==> src/rtl/instruction_loader_if.sv <==
// Byte-stream and instruction-memory bus between the host and the loader.
// The host side (master) drives the framed byte stream and start; the loader
// (slave) returns the handshake, the memory write port and the CPU status.
interface instruction_loader_if #(
  parameter int ADDR_WIDTH = 8
);
  logic                  start;
  logic [7:0]            in_data;
  logic                  in_valid;
  logic                  in_ready;
  logic                  we_ins;
  logic [15:0]           load;
  logic [ADDR_WIDTH-1:0] ins_addr;
  logic                  cpu_reset;
  logic                  done;
  logic                  error;

  modport master (
    output start, in_data, in_valid,
    input  in_ready, we_ins, load, ins_addr, cpu_reset, done, error
  );

  modport slave (
    input  start, in_data, in_valid,
    output in_ready, we_ins, load, ins_addr, cpu_reset, done, error
  );
endinterface

==> src/rtl/instruction_loader.sv <==
// Instruction loader: parses a framed byte stream (count N, 2N instruction
// bytes high byte first, XOR checksum byte), writes each 16-bit word into
// instruction memory and holds the processor in reset until a frame with a
// matching checksum has been loaded.
module instruction_loader #(
  parameter int ADDR_WIDTH = 8
) (
  input  logic               clka,
  input  logic               reset,
  instruction_loader_if.slave bus
);

  typedef enum logic [2:0] {
    S_IDLE,
    S_HI,
    S_LO,
    S_WRITE,
    S_CHECK,
    S_DONE,
    S_ERROR
  } state_t;

  localparam logic [32:0]           DEPTH    = 33'd1 << ADDR_WIDTH;
  localparam logic [ADDR_WIDTH-1:0] ADDR_ONE = {{(ADDR_WIDTH-1){1'b0}}, 1'b1};

  state_t                r_state;
  state_t                w_next_state;
  logic                  w_in_ready;
  logic                  w_accept;

  logic                  r_we_ins;
  logic [15:0]           r_load;
  logic [ADDR_WIDTH-1:0] r_ins_addr;
  logic                  r_cpu_reset;
  logic                  r_done;
  logic                  r_error;
  logic [7:0]            r_checksum;
  logic [7:0]            r_remaining;

  // A count larger than the memory depth cannot be stored without wrapping.
  function automatic logic f_count_overflow(input logic [7:0] count);
    f_count_overflow = ({25'd0, count} > DEPTH);
  endfunction

  // Frame state register.
  always_ff @(posedge clka or negedge reset) begin
    if (!reset) begin
      r_state <= S_IDLE;
    end else begin
      r_state <= w_next_state;
    end
  end

  // Next-state decode, Moore ready and byte-accept qualification.
  always_comb begin
    w_next_state = r_state;
    w_in_ready   = 1'b0;
    w_accept     = 1'b0;

    case (r_state)
      S_IDLE, S_HI, S_LO, S_CHECK: w_in_ready = 1'b1;
      default:                     w_in_ready = 1'b0;
    endcase

    // start takes the byte slot away so a concurrent byte is never consumed.
    w_accept = bus.in_valid & w_in_ready & ~bus.start;

    case (r_state)
      S_IDLE: begin
        if (w_accept) begin
          if (bus.in_data == 8'd0) begin
            w_next_state = S_CHECK;
          end else if (f_count_overflow(bus.in_data)) begin
            w_next_state = S_ERROR;
          end else begin
            w_next_state = S_HI;
          end
        end
      end
      S_HI: begin
        if (w_accept) begin
          w_next_state = S_LO;
        end
      end
      S_LO: begin
        if (w_accept) begin
          w_next_state = S_WRITE;
        end
      end
      S_WRITE: begin
        w_next_state = (r_remaining == 8'd1) ? S_CHECK : S_HI;
      end
      S_CHECK: begin
        if (w_accept) begin
          w_next_state = (bus.in_data == r_checksum) ? S_DONE : S_ERROR;
        end
      end
      S_DONE:  w_next_state = S_DONE;
      S_ERROR: w_next_state = S_ERROR;
      default: w_next_state = S_IDLE;
    endcase

    if (bus.start) begin
      w_next_state = S_IDLE;
    end
  end

  // Word assembly, checksum accumulation, address/count tracking and
  // registered status outputs (decoded from the state being entered).
  always_ff @(posedge clka or negedge reset) begin
    if (!reset) begin
      r_we_ins    <= 1'b0;
      r_load      <= 16'd0;
      r_ins_addr  <= '0;
      r_cpu_reset <= 1'b1;
      r_done      <= 1'b0;
      r_error     <= 1'b0;
      r_checksum  <= 8'd0;
      r_remaining <= 8'd0;
    end else begin
      r_we_ins    <= (w_next_state == S_WRITE);
      r_cpu_reset <= (w_next_state != S_DONE);
      r_done      <= (w_next_state == S_DONE);
      r_error     <= (w_next_state == S_ERROR);

      if (bus.start) begin
        r_ins_addr  <= '0;
        r_checksum  <= 8'd0;
        r_remaining <= 8'd0;
      end else begin
        case (r_state)
          S_IDLE: begin
            if (w_accept) begin
              r_remaining <= bus.in_data;
              r_checksum  <= bus.in_data;
              r_ins_addr  <= '0;
            end
          end
          S_HI: begin
            if (w_accept) begin
              r_load[15:8] <= bus.in_data;
              r_checksum   <= r_checksum ^ bus.in_data;
            end
          end
          S_LO: begin
            if (w_accept) begin
              r_load[7:0] <= bus.in_data;
              r_checksum  <= r_checksum ^ bus.in_data;
            end
          end
          S_WRITE: begin
            r_ins_addr  <= r_ins_addr + ADDR_ONE;
            r_remaining <= r_remaining - 8'd1;
          end
          default: begin
          end
        endcase
      end
    end
  end

  assign bus.in_ready  = w_in_ready;
  assign bus.we_ins    = r_we_ins;
  assign bus.load      = r_load;
  assign bus.ins_addr  = r_ins_addr;
  assign bus.cpu_reset = r_cpu_reset;
  assign bus.done      = r_done;
  assign bus.error     = r_error;

endmodule

==> src/flat_wrapper.sv <==
// flat-port wrapper written by rule: the top's interface ports become plain ports
module instruction_loader_flat 
#(
  parameter int ADDR_WIDTH = 8
)
  (clka, reset, bus_start, bus_in_data, bus_in_valid, bus_in_ready, bus_we_ins, bus_load, bus_ins_addr, bus_cpu_reset, bus_done, bus_error);
  instruction_loader_if #(.ADDR_WIDTH(ADDR_WIDTH)) bus_i ();
  input  logic clka;
  input  logic reset;
  input wire logic [$bits(bus_i.start)-1:0] bus_start;
  input wire logic [$bits(bus_i.in_data)-1:0] bus_in_data;
  input wire logic [$bits(bus_i.in_valid)-1:0] bus_in_valid;
  output wire logic [$bits(bus_i.in_ready)-1:0] bus_in_ready;
  output wire logic [$bits(bus_i.we_ins)-1:0] bus_we_ins;
  output wire logic [$bits(bus_i.load)-1:0] bus_load;
  output wire logic [$bits(bus_i.ins_addr)-1:0] bus_ins_addr;
  output wire logic [$bits(bus_i.cpu_reset)-1:0] bus_cpu_reset;
  output wire logic [$bits(bus_i.done)-1:0] bus_done;
  output wire logic [$bits(bus_i.error)-1:0] bus_error;
  assign bus_i.start = bus_start;
  assign bus_i.in_data = bus_in_data;
  assign bus_i.in_valid = bus_in_valid;
  assign bus_in_ready = bus_i.in_ready;
  assign bus_we_ins = bus_i.we_ins;
  assign bus_load = bus_i.load;
  assign bus_ins_addr = bus_i.ins_addr;
  assign bus_cpu_reset = bus_i.cpu_reset;
  assign bus_done = bus_i.done;
  assign bus_error = bus_i.error;
  instruction_loader #(.ADDR_WIDTH(ADDR_WIDTH)) u_core (.clka(clka), .reset(reset), .bus(bus_i));
endmodule
==> config.mk <==
export PLATFORM = sky130hd
export DESIGN_NAME = instruction_loader_flat
export DESIGN_NICKNAME = d
export VERILOG_FILES = /design/src/rtl/instruction_loader_if.sv /design/src/rtl/instruction_loader.sv /design/src/flat_wrapper.sv
export SDC_FILE = /design/constraint.sdc
export NUM_CORES = 1
export LEC_CHECK = 0
export BUFFER_PORTS_ARGS = -buffer_cell sky130_fd_sc_hd__buf_4
export CORE_MARGIN = 2
export CORE_UTILIZATION = 35
export CTS_BUF_LIST = sky130_fd_sc_hd__clkbuf_2
export DETAILED_ROUTE_END_ITERATION = 6
export PLACE_DENSITY = 0.55
export SYNTH_ARGS = -nofsm -noshare
export SYNTH_HDL_FRONTEND = slang
export SYNTH_SLANG_ARGS = --single-unit
==> constraint.sdc <==
create_clock -name clka -period 1.6 [get_ports clka]
set_input_delay 0.32 -clock clka [delete_from_list [all_inputs] [get_ports clka]]
set_output_delay 0.32 -clock clka [all_outputs]
set_load 0.02 [all_outputs]
==> metrics.txt <==
Adder-Cell Fraction of Synth Area=0.0155; hpwl dp=4.38 mm; Cell Count Post-Placement=395; layout cell share with drive strength beyond 1=0.426; Final Core Density=0.511; slew margin rel.=0.588; DRT Pass-1 Iters=4; Vias/cell=5.38; Startpoint Class=flop; P&R area growth vs syn=42.3%; die width=87.3 microns; wire per inst=16.0 microns; clock transition at the registers of the reported paths=270 ps; gr usage total=0.183; largest net degree at the start of global routing=48; HP Class=input port to flop; clock latency on the worst-skew pair=430 ps; Final Power=3070 uW; Initial Utilization=0.359; placer's final routability congestion estimate=0.871; max-capacitance violation count=0; setup violators final=29; data arrival time at the worst-slack endpoint=1420 ps; largest family of logic cells by synthesized area=compound AO/OA/AOI/OAI gates; Layout Skew=19.7 ps; outcome=finished, violations left; Starting DRT DRC Count=129; r2r startpoint=u_core.r_state[1]; Design Area, Final=3460 sq um; Psw=926 uW; fraction of registers with async set/reset=1.00; Post-Synth Simple-Gate Area=0.172; clock tree buffer depth=2; worst-path maximum fanout=3; WS Path Type=flop to output port; Seq cells post-synth=47; Yosys cell types=46; VDD IR max=0.000623 V; Synth Area in Compound Gates=0.178; Congestion Overflow GR=0; sequential share of the synthesized area=0.485; CTS tree=yes; P_int=2150 uW; WP data required=1280 ps; Sw Ratio=0.301; Final Cycle Share=1.09; fmax=574 MHz; xor-xnor portion of the synthesized cell area=0.0397; Setup WS post-layout=-142 ps; Seq pwr share=0.457; antenna viol nets, final=0; Syn Std Cell Area=2430 sq um; number of CTS-inserted buffers=5; initial antenna violation count=0; global-route wire length before repair=10.9 mm; clock sink count=47; die height=87.3 microns; DP Area=3140 sq um; # DRC=0; number of diodes=0; multiplexer share of the synthesized area=0.0788; critical path capture point type=output port; H-Tree Depth=2; worst hold slack=155 ps; yosys synthesis warning count=0; routed wire length=6.62 mm; Vias=2222; num rows=30; crit path from=u_core.r_state[1]; clock network power share=0.276; Synth Flop Type=dfrtp_1; hold path start=bus_start; vias in the first global route=2162; Finished Layout Cells=413; pwr dens=889 nW/um^2; synthesized netlist cell count=241; Worst Tran Pin Value=618 ps; max-slew violations=0; failing checks=setup timing; area of the die=7620 sq um; RSZ-0062 raised after global routing=true; Final #Nets=347; Synth Net Count=256; final hold viol count=0; number of synthesized flops with an enable pin=0; Ports=41; fin crit period=1740 ps; core area=6760 sq um; Port Buffers=40; syn avg cell area=10.1 sq um; CTS root buf=clkbuf_2; Leak=0.00156 uW; Gate power share=0.267
-- cell usage after synthesis (2+ instances only) --
library cell,instances,share of area
nand4_1,7,0.018
a21oi_1,23,0.047
nand2_1,17,0.026
nand3b_1,3,0.0093
o211ai_1,2,0.0062
nor4_1,3,0.0077
buf_2,3,0.0062
dfrtp_1,46,0.47
nor3_1,4,0.0082
and2_1,3,0.0077
o21ai_0,17,0.035
inv_1,8,0.012
or3_1,2,0.0052
a21boi_0,3,0.0093
nand4b_1,2,0.0072
nor2b_1,2,0.0052
xnor2_1,10,0.036
mux2_2,17,0.079
and3_1,3,0.0077
nand3_1,9,0.019
a211oi_1,2,0.0062
nor3b_1,3,0.0093
a32o_1,6,0.025
ha_1,3,0.015
clkbuf_1,8,0.012
a21o_1,5,0.015
nor2_1,10,0.015
a31oi_1,2,0.0052
-- layout make-up --
cell class / count / area [sq um]
Inverter: 8 / 30.0
Multi-Input combinational cell: 175 / 1300
Fill cell: 634 / 3300
Tap cell: 80 / 100
Clock buffer: 5 / 25.0
Timing Repair Buffer: 95 / 754
Sequential cell: 47 / 1180
Clock inverter: 3 / 67.6
-- power groups by stage --
stage | Clock, uW | Sequential, uW | Combinational, uW
after detailed placement | 0 | 1420 | 779
after floorplan | 0 | 1550 | 263
final | 847 | 1400 | 822
after global placement | 0 | 1420 | 774
after global routing | 905 | 1420 | 892
after CTS | 861 | 1400 | 800
-- per-stage QoR --
step	TNS [ps]	setup WS, ps
floorplan	-103	-47.0
global placement	-184	-61.3
detailed placement	-365	-98.6
CTS	-775	-149
global route	-2990	-202
finish	-840	-142
-- placed cells by master, fill, tap and decap left out, types with 2 or more instances in the layout --
master / synthesis / final
buf_4: 0 / 86
dfrtp_1: 46 / 46
a21oi_1: 23 / 20
mux2_2: 17 / 17
nand2_1: 17 / 15
xnor2_1: 10 / 10
nand3_1: 9 / 9
nor2_1: 10 / 9
o21ai_0: 17 / 9
inv_1: 8 / 8
o21ai_1: 0 / 8
nand4_1: 7 / 7
buf_6: 0 / 7
a32o_1: 6 / 6
a21o_1: 5 / 5
clkbuf_2: 0 / 5
nor3_1: 4 / 4
nor4_1: 3 / 3
nand3b_1: 3 / 3
and3_1: 3 / 3
and2_1: 3 / 3
ha_1: 3 / 3
nand2_2: 0 / 2
nor3b_2: 0 / 2
or3b_4: 1 / 2
a21oi_2: 0 / 2
a21boi_1: 0 / 2
or3_1: 2 / 2
nand4b_1: 2 / 2
o211ai_1: 2 / 2
bufinv_16: 0 / 2
-- registers in the layout, indices dropped and copies added (netlist names) --
name / count
u_core.bus.load: 16
u_core.bus.ins_addr: 8
u_core.r_checksum: 8
u_core.r_remaining: 8
u_core.r_state: 3
u_core.bus.cpu_reset: 1
u_core.bus.done: 1
u_core.bus.error: 1
u_core.bus.we_ins: 1
-- what timing repair did --
action	4_1_cts	5_1_grt
buffers inserted	5	4
resized for setup	21	22
endpoints found under the setup margin	8	45
hold buffers	1	0
endpoints found under the hold margin	46	0
pin swaps	6	5
-- final timing paths --
path	to	slack (ps)	depth (start not counted)
worst min register to register	u_core.bus.load[0]	550	1
worst max-delay path	bus_in_ready	-140	4
worst min-delay path	u_core.r_state[0]	160	3
min in group asynchronous	u_core.bus.ins_addr[1]	390	2
max in group asynchronous	u_core.r_checksum[6]	780	2
worst max register to register	u_core.bus.ins_addr[7]	-130	6
-- critical path, cell delays in order (launching register included) --
cell and delay (ps):
dfrtp_1 440, buf_6 140, a21oi_4 60, or2_4 230, buf_6 130
-- kinds of logic after synthesis --
| logic type | Yosys count |
|---|---|
| multiplexers | 17 |
| AND/OR/NAND/NOR | 76 |
| buffers and inverters | 19 |
| adder cells (fa/ha/maj) | 3 |
| XOR/XNOR | 11 |
| flip-flops | 47 |
| AO/OA/AOI/OAI | 68 |
-- layer usage --
metal	vias to the layer above	global-route usage	part of all wire
met1	1081	0.258	0.48
li1	1062	-	-
met3	8	0.0436	0.053
met2	71	0.280	0.45
met5	-	0	0
met4	0	0.0531	0.013
Power figures use the tool's default switching activity.
